`src/rtl/alarma_config.sv`:
```
// alarma_config: stores the alarm time (BCD hh:mm) and the silence flag
// consumed by the alarm comparator. Two buttons edit the time through an
// hours/minutes state machine working on a shadow copy with press-and-hold
// auto-repeat. A third button silences the alarm until the next minute tick.
module alarma_config #(
    parameter int HOLD_CYC = 50_000_000,
    parameter int REP_CYC  = 10_000_000
) (
    input  logic       clk,
    input  logic       rst_n,
    input  logic       btn_modo,
    input  logic       btn_inc,
    input  logic       btn_apagar,
    input  logic       tick_min,
    output logic [3:0] g0,
    output logic [3:0] g1,
    output logic [3:0] g2,
    output logic [3:0] g3,
    output logic       apagado,
    output logic       editando,
    output logic       campo
);

    typedef enum logic [1:0] {
        REPOSO  = 2'd0,
        ED_HORA = 2'd1,
        ED_MIN  = 2'd2
    } state_t;

    // Alarm time as four BCD digits: hours tens/units, minutes tens/units.
    typedef struct packed {
        logic [3:0] h_t;
        logic [3:0] h_u;
        logic [3:0] m_t;
        logic [3:0] m_u;
    } bcd_time_t;

    // Button bit positions inside the conditioning vectors.
    localparam int B_MODO   = 0;
    localparam int B_INC    = 1;
    localparam int B_APAGAR = 2;

    // The hold counter only ever needs to reach the larger of the two limits.
    localparam int CNT_MAX = (HOLD_CYC > REP_CYC) ? HOLD_CYC : REP_CYC;
    localparam int CNT_W   = $clog2(CNT_MAX + 1);

    // Hours step 00..23 with wrap back to 00.
    function automatic bcd_time_t inc_hours(input bcd_time_t t);
        bcd_time_t r;
        r = t;
        if (t.h_t == 4'd2 && t.h_u == 4'd3) begin
            r.h_t = 4'd0;
            r.h_u = 4'd0;
        end else if (t.h_u == 4'd9) begin
            r.h_u = 4'd0;
            r.h_t = t.h_t + 4'd1;
        end else begin
            r.h_u = t.h_u + 4'd1;
        end
        return r;
    endfunction

    // Minutes step 00..59 with wrap back to 00; never carries into hours.
    function automatic bcd_time_t inc_minutes(input bcd_time_t t);
        bcd_time_t r;
        r = t;
        if (t.m_u == 4'd9) begin
            r.m_u = 4'd0;
            r.m_t = (t.m_t == 4'd5) ? 4'd0 : t.m_t + 4'd1;
        end else begin
            r.m_u = t.m_u + 4'd1;
        end
        return r;
    endfunction

    logic [2:0]       btn_raw;
    logic [2:0]       s1_q, s2_q, s3_q;
    logic [2:0]       press;
    logic             held_inc;

    state_t           state_q, state_d;
    bcd_time_t        shadow_q, shadow_d;
    bcd_time_t        alarm_q, alarm_d;
    logic [CNT_W-1:0] cnt_q, cnt_d;
    logic             rep_q, rep_d;
    logic             apagado_q, apagado_d;

    logic             editing;
    logic [CNT_W-1:0] rep_limit;
    logic             rep_step;
    logic             step;

    assign btn_raw  = {btn_apagar, btn_inc, btn_modo};
    assign press    = s2_q & ~s3_q;
    assign held_inc = s2_q[B_INC];

    // Two-flop synchronizer plus edge register for all three buttons.
    always_ff @(posedge clk) begin
        // NOTE: clocked state uses non-blocking assignments so every register
        // samples the pre-edge values; blocking here would collapse the chain.
        if (!rst_n) begin
            s1_q <= '0;
            s2_q <= '0;
            s3_q <= '0;
        end else begin
            s1_q <= btn_raw;
            s2_q <= s1_q;
            s3_q <= s2_q;
        end
    end

    assign editing   = (state_q != REPOSO);
    assign rep_limit = rep_q ? CNT_W'(REP_CYC) : CNT_W'(HOLD_CYC);
    assign rep_step  = held_inc && (cnt_q == rep_limit);
    assign step      = editing && (press[B_INC] || rep_step);

    // Next-state, shadow editing, commit and auto-repeat counter.
    always_comb begin
        // NOTE: every output of this block gets a default first so no path
        // leaves a signal unassigned, which would otherwise infer a latch.
        state_d  = state_q;
        shadow_d = shadow_q;
        alarm_d  = alarm_q;
        cnt_d    = '0;
        rep_d    = 1'b0;

        // Hold counter: counts held cycles, reloads to 1 on each repeat step
        // and switches the limit from the initial delay to the repeat period.
        if (editing && held_inc) begin
            if (rep_step) begin
                cnt_d = CNT_W'(1);
                rep_d = 1'b1;
            end else begin
                cnt_d = cnt_q + CNT_W'(1);
                rep_d = rep_q;
            end
        end

        unique case (state_q)
            REPOSO: begin
                if (press[B_MODO]) begin
                    state_d  = ED_HORA;
                    shadow_d = alarm_q;
                    cnt_d    = '0;
                    rep_d    = 1'b0;
                end
            end
            ED_HORA: begin
                // Mode wins over a simultaneous step; the step is dropped.
                if (press[B_MODO]) begin
                    state_d = ED_MIN;
                    cnt_d   = '0;
                    rep_d   = 1'b0;
                end else if (step) begin
                    shadow_d = inc_hours(shadow_q);
                end
            end
            ED_MIN: begin
                if (press[B_MODO]) begin
                    state_d = REPOSO;
                    alarm_d = shadow_q;
                    cnt_d   = '0;
                    rep_d   = 1'b0;
                end else if (step) begin
                    shadow_d = inc_minutes(shadow_q);
                end
            end
            default: begin
                state_d = REPOSO;
                cnt_d   = '0;
                rep_d   = 1'b0;
            end
        endcase
    end

    // Silence flag: the minute tick has priority over a silence press.
    always_comb begin
        apagado_d = apagado_q;
        if (tick_min) begin
            apagado_d = 1'b0;
        end else if (press[B_APAGAR]) begin
            apagado_d = 1'b1;
        end
    end

    // State, shadow, committed alarm, counter and silence registers.
    always_ff @(posedge clk) begin
        if (!rst_n) begin
            state_q   <= REPOSO;
            shadow_q  <= '0;
            alarm_q   <= '0;
            cnt_q     <= '0;
            rep_q     <= 1'b0;
            apagado_q <= 1'b0;
        end else begin
            state_q   <= state_d;
            shadow_q  <= shadow_d;
            alarm_q   <= alarm_d;
            cnt_q     <= cnt_d;
            rep_q     <= rep_d;
            apagado_q <= apagado_d;
        end
    end

    assign g0       = alarm_q.m_u;
    assign g1       = alarm_q.m_t;
    assign g2       = alarm_q.h_u;
    assign g3       = alarm_q.h_t;
    assign apagado  = apagado_q;
    assign editando = editing;
    assign campo    = (state_q == ED_MIN);

endmodule

```
`config.mk`:
```
export PLATFORM = sky130hd
export DESIGN_NAME = alarma_config
export DESIGN_NICKNAME = d
export VERILOG_FILES = /design/src/rtl/alarma_config.sv
export SDC_FILE = /design/constraint.sdc
export NUM_CORES = 1
export LEC_CHECK = 0
export BUFFER_PORTS_ARGS = -buffer_cell sky130_fd_sc_hd__buf_2
export CORE_UTILIZATION = 45
export DETAILED_ROUTE_END_ITERATION = 16
export HOLD_SLACK_MARGIN = 0.03
export SYNTH_ARGS = -nofsm -noshare
export SYNTH_HDL_FRONTEND = slang
export SYNTH_SLANG_ARGS = --single-unit
```
`constraint.sdc`:
```
create_clock -name clk -period 3.55 [get_ports clk]
set_input_delay 0.71 -clock clk [delete_from_list [all_inputs] [get_ports clk]]
set_output_delay 0.71 -clock clk [all_outputs]
set_load 0.005 [all_outputs]
```
==> flow_metrics.tcl, run 1 <==
set metrics [dict create \
    cts_tree "done" \
    hold_class "flop to flop" \
    syn_to_final_growth_pct 10.4 \
    setup_viol 0 \
    drt_iter0_markers 94 \
    path_max_fanout 7 \
    syn_area_mm2 0.00334 \
    grt_max_degree 29 \
    synth-edff-count 0 \
    vias 2699 \
    status "finished, final reports clean" \
    r2r_setup_slack_ns 1.14 \
    worst-r2r-cell-count 8 \
    critPathLaunchType "flop" \
    cp.required_ns 3.83 \
    placed_area_mm2 0.00353 \
    first_global_vias 2570 \
    irDropWorstVdd_mv 0.209 \
    globalplace.congestion 0.777 \
    final.setup.tns_ns 0 \
    ctsResizeCount 0 \
    tightestPinTransition_ns 0.803 \
    clk_path_buf_depth 2 \
    r2r_end "shadow_q[14]$_SDFFE_PN0P_" \
    synth.top_cell.area_share 0.426 \
    p_leak_nw 1.34 \
    ant_nets 0 \
    hold_violations 0 \
    rows 31 \
    min_path_cells 1 \
    chipHeight_um 88.1 \
    yosysWarnings 0 \
    die_x_um 88.1 \
    max_freq_ghz 0.414 \
    drt_pass1_iterations 4 \
    clk_pin_slew_worst_paths_ns 0.07 \
    fin_crit_sh 0.680 \
    gr-total-overflow 0 \
    numCtsBuffers 9 \
    synth.avg_cell_area_um2 8.60 \
    antenna_found_initial 0 \
    drt-wirelength-per-cell_um 13.7 \
    worstHoldEndpoint "s2_q[2]$_SDFF_PN0_" \
    powerDensity_mw_per_mm2 389 \
    syn-num-nets 408 \
    post_cts_buffers 0 \
    max-slew-margin-rel 0.459 \
    dp_hpwl_mm 4.66 \
    htree_num_levels 3 \
    async_flop_share 0 \
    cp_top_family "compound AO/OA/AOI/OAI gates" \
    place.port_buffers 24 \
    viasPerCell 5.27 \
    grt.total_usage 0.198 \
    drive_above_1_share 0.114 \
    dieArea_mm2 0.00776 \
    clkLatencyLatePin_ns 0.33 \
    drv_slew 0 \
    clkSinkCount 71 \
    critPathMaxStageDelay_ns 0.41 \
    holdWs_ns 0.431 \
    hold_buffers 0 \
    drc 0 \
    synthCells 388 \
    yosysUniqueCellTypes 58 \
    worstSetupPathType "flop to flop" \
    synth_flop_cell "dfxtp_1" \
    start_util 0.462 \
    crit_path_top_delay_cell "or4_1" \
    critical_path_buf_inv_count 1 \
    ys_top_cells_by_area "dfxtp_1 (43%), nand2_1 (5.5%), xor2_1 (5.5%)" \
    crit_chain "inv_1 > ha_1 > nand2b_1 > or4_1 > a211o_1 > a211oi_4 > and3_1 > a31o_1" \
    final_area_mm2 0.00368 \
    finalPower_w 0.00143 \
    drv_cap 0 \
    rsz0062_at_grt "false" \
    yosys.area.top_type "dfxtp_1" \
    cp.arrival_ns 2.69 \
    clockRootBuffer "clkbuf_8" \
    worstHoldStart "s1_q[2]$_SDFF_PN0_" \
    end_kind "flop" \
    seq_area_frac_synth 0.426 \
    coreArea_mm2 0.00721 \
    final_nets 431 \
    grt_pass1_wl_mm 11.8 \
    setup.worst_path.start "state_q[0]$_SDFFE_PN0P_" \
    layout_min_cycle_time_ns 2.41 \
    ys_ff_latch 71 \
    antenna_cells 0 \
    pin_count 25 \
    r2r-start "state_q[0]$_SDFFE_PN0P_" \
    clock_skew_ns 0.00814 \
    totalWireLength_mm 7.01 \
]
[area by class of cell]
| type | count | area, um^2 |
|---|---|---|
| timing repair buffer | 26 | 135 |
| fill | 740 | 3530 |
| tap | 99 | 124 |
| multi-input combinational | 287 | 1790 |
| clock inverter | 2 | 10.0 |
| sequential | 71 | 1420 |
| clock buffer | 11 | 141 |
| inverter | 16 | 60.1 |
[cells in the mapped netlist (all sizes together) (4+ instances only)]
cell,count
a21oi,28
clkbuf,10
o2bb2ai,4
and2,11
a211oi,9
inv,15
nand2,49
buf,4
nand4,4
and3,9
dfxtp,71
ha,14
xnor2,7
o21ai,13
nor2,45
nor4b,4
xor2,21
nand3,20
[metal layers]
metal  up-vias  GRT usage  wire (um)
li1       1382          -          -
met1      1272      0.232       3330
met2        36      0.345       3390
met3         9     0.0518        198
met4         0     0.0777         85
met5         -          0          0
[flip-flops by register name, summed over array words and instances, names as in the netlist, 4 cells and up]
name and flops:
shadow_q 16, g3 4, g1 4, g0 4, cnt_q 26, g2 4
[power breakdown]
group           total, W  internal (W)  switching (W)
clock           0.000536      0.000259       0.000276
sequential      0.000817      0.000807     0.00000991
combinational  0.0000811     0.0000282      0.0000528
[cell usage in the layout, fill, tap and decap left out, types with 3 or more instances in the layout]
master / n
o2bb2ai_1: 4
mux2i_1: 3
xor2_1: 21
a211oi_1: 7
xnor2_1: 7
nand2b_1: 3
a21oi_1: 27
nand3_1: 20
and2_1: 9
nand4_1: 4
buf_2: 24
nor2_1: 45
nand2_1: 49
o21ai_0: 9
clkbuf_8: 10
o21ai_1: 4
nor3_1: 3
inv_1: 14
dfxtp_1: 71
ha_1: 14
and3_1: 9
nor4b_1: 4
[worst max path at each step]
| stage | endpoint | slack (ns) | depth (start not counted) |
|---|---|---|---|
| 2_1_floorplan | shadow_q[10]$_SDFFE_PN0P_ | 1.39 | 8 |
| 3_3_place_gp | shadow_q[15]$_SDFFE_PN0P_ | 1.20 | 8 |
| 3_5_place_dp | shadow_q[14]$_SDFFE_PN0P_ | 1.18 | 8 |
| 4_1_cts | shadow_q[14]$_SDFFE_PN0P_ | 1.15 | 8 |
| 5_1_grt | cnt_q[10]$_SDFF_PP0_ | 0.95 | 9 |
| 6_report | shadow_q[14]$_SDFFE_PN0P_ | 1.14 | 8 |
[through the flow]
| stage | util | cells | worst slack [ns] |
|---|---|---|---|
| 5_1_grt | 0.510 | 512 | 0.950 |
| 3_3_place_gp | 0.489 | 499 | 1.20 |
| 4_1_cts | 0.510 | 512 | 1.15 |
| 6_report | 0.510 | 512 | 1.14 |
| 3_5_place_dp | 0.489 | 499 | 1.18 |
| 2_1_floorplan | - | 388 | 1.39 |
[kinds of logic (layout without fill, tap and decap cells)]
| logic type | after synthesis | count (layout) | share of synthesized area |
|---|---|---|---|
| AO/OA/AOI/OAI | 73 | 73 | 0.147 |
| XOR/XNOR | 28 | 28 | 0.0735 |
| adder cells (fa/ha/maj) | 14 | 14 | 0.0525 |
| buffers and inverters | 30 | 55 | 0.0371 |
| flip-flops | 71 | 71 | 0.426 |
| multiplexers | 3 | 3 | 0.00900 |
| AND/OR/NAND/NOR | 169 | 169 | 0.254 |
Power figures use the tool's default switching activity.
==> run 2, diff against run 1 <==
Clock period 3.55 ns to 2.3 ns, I/O delays scaled along.
==> run 2 against run 1 <==
Clock-buffer cell count unchanged; sequential power up 54%; global-route usage down 0.056 points; largest power group unchanged; total power up 58%; critical path depth down 2; setup slack worse by 1.0 ns; critical endpoint unchanged; cell area up 4.5%; hold slack worse by 0.17 ns.
==> flow_metrics.tcl, run 2 (synthesized netlist as in run 1, its figures left out) <==
set metrics [dict create \
    post_cts_buffers 0 \
    setup_viol 0 \
    viasPerCell 5.10 \
    layout_common_cells "dfxtp_1 (69), nand2_1 (49), nor2_1 (45)" \
    p_leak_nw 1.44 \
    seq_area_mm2 0.00142 \
    clk_pin_slew_worst_paths_ns 0.08 \
    irDropWorstVdd_mv 0.315 \
    r2r-start "cnt_q[23]$_SDFF_PP0_" \
    max_freq_ghz 0.453 \
    tightestPinTransition_ns 0.597 \
    largest_reg_flops 26 \
    cp.arrival_ns 2.50 \
    first_global_vias 2572 \
    fin_crit_sh 0.961 \
    drt_iter0_markers 104 \
    syn_to_final_growth_pct 15.3 \
    dieArea_mm2 0.00776 \
    place.port_buffers 24 \
    htree_num_levels 3 \
    dp_hpwl_mm 4.77 \
    status "finished, final reports clean" \
    powerDensity_mw_per_mm2 590 \
    multi_input_area_mm2 0.00181 \
    cp.required_ns 2.59 \
    crit_path_top_delay_cell "or4_1" \
    worstSetupPathType "flop to flop" \
    worstHoldStart "tick_min" \
    hold_violations 0 \
    grt.total_usage 0.197 \
    drv_cap 0 \
    n_fill_cell 746 \
    vias 2705 \
    drv_slew 0 \
    hold_class "input pin to flop" \
    clock_skew_ns 0.00957 \
    end_kind "flop" \
    gr-total-overflow 0 \
    crit_chain "nand4b_1 > or4_1 > a211o_1 > a211oi_4 > and3_1 > a31o_1" \
    antenna_cells 0 \
    max-slew-margin-rel 0.602 \
    drt_pass1_iterations 5 \
    rsz0062_at_grt "true" \
    top_register "cnt_q" \
    start_util 0.462 \
    clk_path_buf_depth 2 \
    drt-wirelength-per-cell_um 13.2 \
    antenna_found_initial 0 \
    chipHeight_um 88.1 \
    critPathMaxStageDelay_ns 0.51 \
    drive_above_1_share 0.165 \
    ant_nets 0 \
    cts_tree "done" \
    layout_min_cycle_time_ns 2.21 \
    hold_buffers 0 \
    critPathLaunchType "flop" \
    reg_top3 "cnt_q (26), shadow_q (16)" \
    drc 0 \
    final_util 0.533 \
    grt_pass1_wl_mm 11.8 \
    grt_max_degree 29 \
    path_max_fanout 7 \
    pin_count 25 \
    rows 31 \
    globalplace.congestion 0.768 \
    ctsResizeCount 0 \
    numCtsBuffers 9 \
    clkSinkCount 71 \
    setup.worst_path.start "cnt_q[23]$_SDFF_PP0_" \
    final_nets 447 \
    coreArea_mm2 0.00721 \
    finalPower_w 0.00227 \
    layout_commonest_cell "dfxtp_1" \
    totalWireLength_mm 6.98 \
    die_x_um 88.1 \
    clockRootBuffer "clkbuf_8" \
    clkLatencyLatePin_ns 0.35 \
]
## run 2: cell types whose count changed in the layout (fill, tap and decap cells not counted), moves of 2 or more
cell     before  now
buf_4         2   17
inv_1        14   12
dfxtp_2       0    2
inv_2         1    3
dfxtp_1      71   69
## run 2: through the flow
stage	worst slack [ns]	hold slack (ns)	area, um^2	instances	TNS, ns
6_report	0.0907	0.262	3850	530	0
3_3_place_gp	0.0567	0.416	3660	515	0
4_1_cts	0.0104	0.248	3830	530	0
2_1_floorplan	0.142	0.412	3340	388	0
3_5_place_dp	0.0136	0.419	3660	515	0
5_1_grt	-0.00195	0.264	3850	530	-0.00195
## run 2: path summary, 6_finish.rpt
| check | slack (ns) | depth (start not counted) | end |
|---|---|---|---|
| hold / removal | 0.26 | 2 | apagado$_SDFFE_PP0P_ |
| setup / recovery | 0.09 | 6 | shadow_q[14]$_SDFFE_PN0P_ |
| hold reg to reg | 0.43 | 1 | s2_q[1]$_SDFF_PN0_ |
| setup reg to reg | 0.09 | 6 | shadow_q[14]$_SDFFE_PN0P_ |
## run 2: cell type report
class | instances | share of cell area
clock buffers | 11 | 0.0367
clock inverters | 4 | 0.00585
inverters | 16 | 0.0156
multi-input cells | 287 | 0.470
flip-flops and latches | 71 | 0.370
well taps | 99 | 0.0322
repair buffers | 42 | 0.0696
## run 2: routing by layer
metal,wire [um],track usage
met5,0,0
met4,70,0.0499
met3,200,0.0650
met2,3290,0.333
met1,3420,0.243
## run 2: power breakdown
| group | total (W) | internal (W) | leakage [nW] | switching, W |
|---|---|---|---|---|
| Sequential | 0.00126 | 0.00125 | 0.575 | 0.0000148 |
| Clock | 0.000867 | 0.000409 | 0.0850 | 0.000457 |
| Combinational | 0.000142 | 0.0000571 | 0.778 | 0.0000851 |
| Total | 0.00227 | 0.00171 | 1.44 | 0.000557 |
## run 2: critical path, delay by kind of cell, from the launching register on
family | cells | cell delay, ns
AO/OA/AOI/OAI | 3 | 0.81
flip-flops | 1 | 0.41
AND/OR/NAND/NOR | 3 | 0.94
==> run 3, diff against run 2 <==
Settings changed: BUFFER_PORTS_ARGS -buffer_cell sky130_fd_sc_hd__buf_2 to -buffer_cell sky130_fd_sc_hd__buf_4.
==> run 3 against run 2 <==
Clock skew grew 0.0013 ns; clock-buffer cell count shrank 1; combinational power about the same; final cell count unchanged; via count grew 0.63%; sequential power barely moved; hold slack gained 0.011 ns; sequential share of layout area decreased by 0.70 points; die area unchanged; utilization rose by 1.0 points.
==> flow_metrics.tcl, run 3 (synthesized netlist as in run 1, its figures left out) <==
set metrics [dict create \
    critPathMaxStageDelay_ns 0.39 \
    powerDensity_mw_per_mm2 611 \
    vias 2722 \
    p_seq_frac 0.526 \
    antenna_cells 0 \
    coreArea_mm2 0.00721 \
    clkLatencyLatePin_ns 0.34 \
    largest_reg_flops 26 \
    cp.arrival_ns 2.47 \
    share_comb_of_total_power 0.061 \
    numCtsBuffers 9 \
    totalWireLength_mm 6.95 \
    die_x_um 88.1 \
    drc 0 \
    place.port_buffers 24 \
    status "finished, final reports clean" \
    chipHeight_um 88.1 \
    holdWs_ns 0.273 \
    critical_path_buf_inv_count 1 \
    final_util 0.544 \
    syn_to_final_growth_pct 17.6 \
    crit_path_top_delay_cell "or4_1" \
    antenna_found_initial 0 \
    path_max_fanout 7 \
    crit_chain "inv_2 > ha_2 > nand2b_1 > or4_1 > a211o_1 > a211oi_4 > and3_1 > a31o_1" \
    hold_violations 0 \
    max_freq_ghz 0.459 \
    drive_above_1_share 0.162 \
    ant_nets 0 \
    r2r_setup_slack_ns 0.12 \
    hold_class "input pin to flop" \
    grt_max_degree 29 \
    setup_viol 0 \
    clockRootBuffer "clkbuf_8" \
    gr-total-overflow 0 \
    layout_common_cells "dfxtp_1 (69), nand2_1 (49), nor2_1 (45)" \
    cp_top_family "compound AO/OA/AOI/OAI gates" \
    layout_commonest_cell "dfxtp_1" \
    globalplace.congestion 0.792 \
    grt_pass1_wl_mm 11.9 \
    top_register "cnt_q" \
    clkSinkCount 71 \
    clk_path_buf_depth 2 \
    worstSetupPathType "flop to flop" \
    htree_num_levels 3 \
    p_leak_nw 1.44 \
    grtUsageMet2 0.338 \
    use_met1 0.244 \
    fin_crit_sh 0.947 \
    first_global_vias 2593 \
    start_util 0.462 \
    drt_iter0_markers 93 \
    dp_hpwl_mm 4.86 \
    drv_cap 0 \
    pin_count 25 \
    max-slew-margin-rel 0.616 \
    n_fill_cell 716 \
    p_clk_frac 0.413 \
    dieArea_mm2 0.00776 \
    finalPower_w 0.00239 \
    grt.total_usage 0.198 \
    cp.required_ns 2.59 \
    dp.cells 512 \
    p_int_w 0.00181 \
    layout_min_cycle_time_ns 2.18 \
    drv_slew 0 \
    critPathLaunchType "flop" \
    final_cells 530 \
    clk_pin_slew_worst_paths_ns 0.08 \
    switching_share 0.243 \
    clock_skew_ns 0.0109 \
    reg_top3 "cnt_q (26), shadow_q (16)" \
    end_kind "flop" \
    drt-wirelength-per-cell_um 13.1 \
    final_nets 446 \
    viasPerCell 5.14 \
    busiest_layer "met2" \
    power.switching_w 0.000582 \
    irDropWorstVdd_mv 0.336 \
    cts_tree "done" \
    rows 31 \
    tightestPinTransition_ns 0.574 \
    use_met3 0.0603 \
    drt_pass1_iterations 4 \
]
[run 3: per-layer routing]
metal,share of wire,vias up
met1,0.49,1261
met3,0.031,7
li1,-,1424
met5,0,-
met2,0.47,30
met4,0.0079,0
[run 3: cell type report]
class	instances	area (um^2)	share of cell area
multi-input cells	287	1800	0.459
clock inverters	6	67.6	0.0172
repair buffers	41	320	0.0817
well taps	99	124	0.0316
inverters	16	60.1	0.0153
flip-flops and latches	71	1420	0.363
clock buffers	10	128	0.0325
[run 3: repair_timing]
action,4_1_cts,5_1_grt
setup endpoints to repair,0,13
setup buffers,0,2
endpoints found under the hold margin,0,0
hold buffers,0,0
resized for setup,0,5
[run 3: metrics by stage]
stage	worst slack [ns]	cell area [um^2]	TNS, ns
floorplan	0.142	3340	0
global placement	0.0578	3700	0
detailed placement	0.0185	3700	0
finish	0.122	3920	0
CTS	0.0115	3900	0
global route	-0.00137	3920	-0.00137
[run 3: final timing paths]
check                     startpoint                        end  cells past startpoint
max          state_q[1]$_SDFFE_PN0P_  shadow_q[14]$_SDFFE_PN0P_                      8
min                         tick_min       apagado$_SDFFE_PP0P_                      2
max reg2reg  state_q[1]$_SDFFE_PN0P_  shadow_q[14]$_SDFFE_PN0P_                      8
min reg2reg       s1_q[0]$_SDFF_PN0_         s2_q[0]$_SDFF_PN0_                      1
[run 3: power groups by stage]
stage / logic (W) / registers (W) / clock network (W)
detailed placement: 0.000142 / 0.00129 / 0
finish: 0.000145 / 0.00126 / 0.000989
global placement: 0.000141 / 0.00129 / 0
CTS: 0.000142 / 0.00126 / 0.00102
floorplan: 0.0000925 / 0.00129 / 0
global route: 0.000163 / 0.00126 / 0.00107
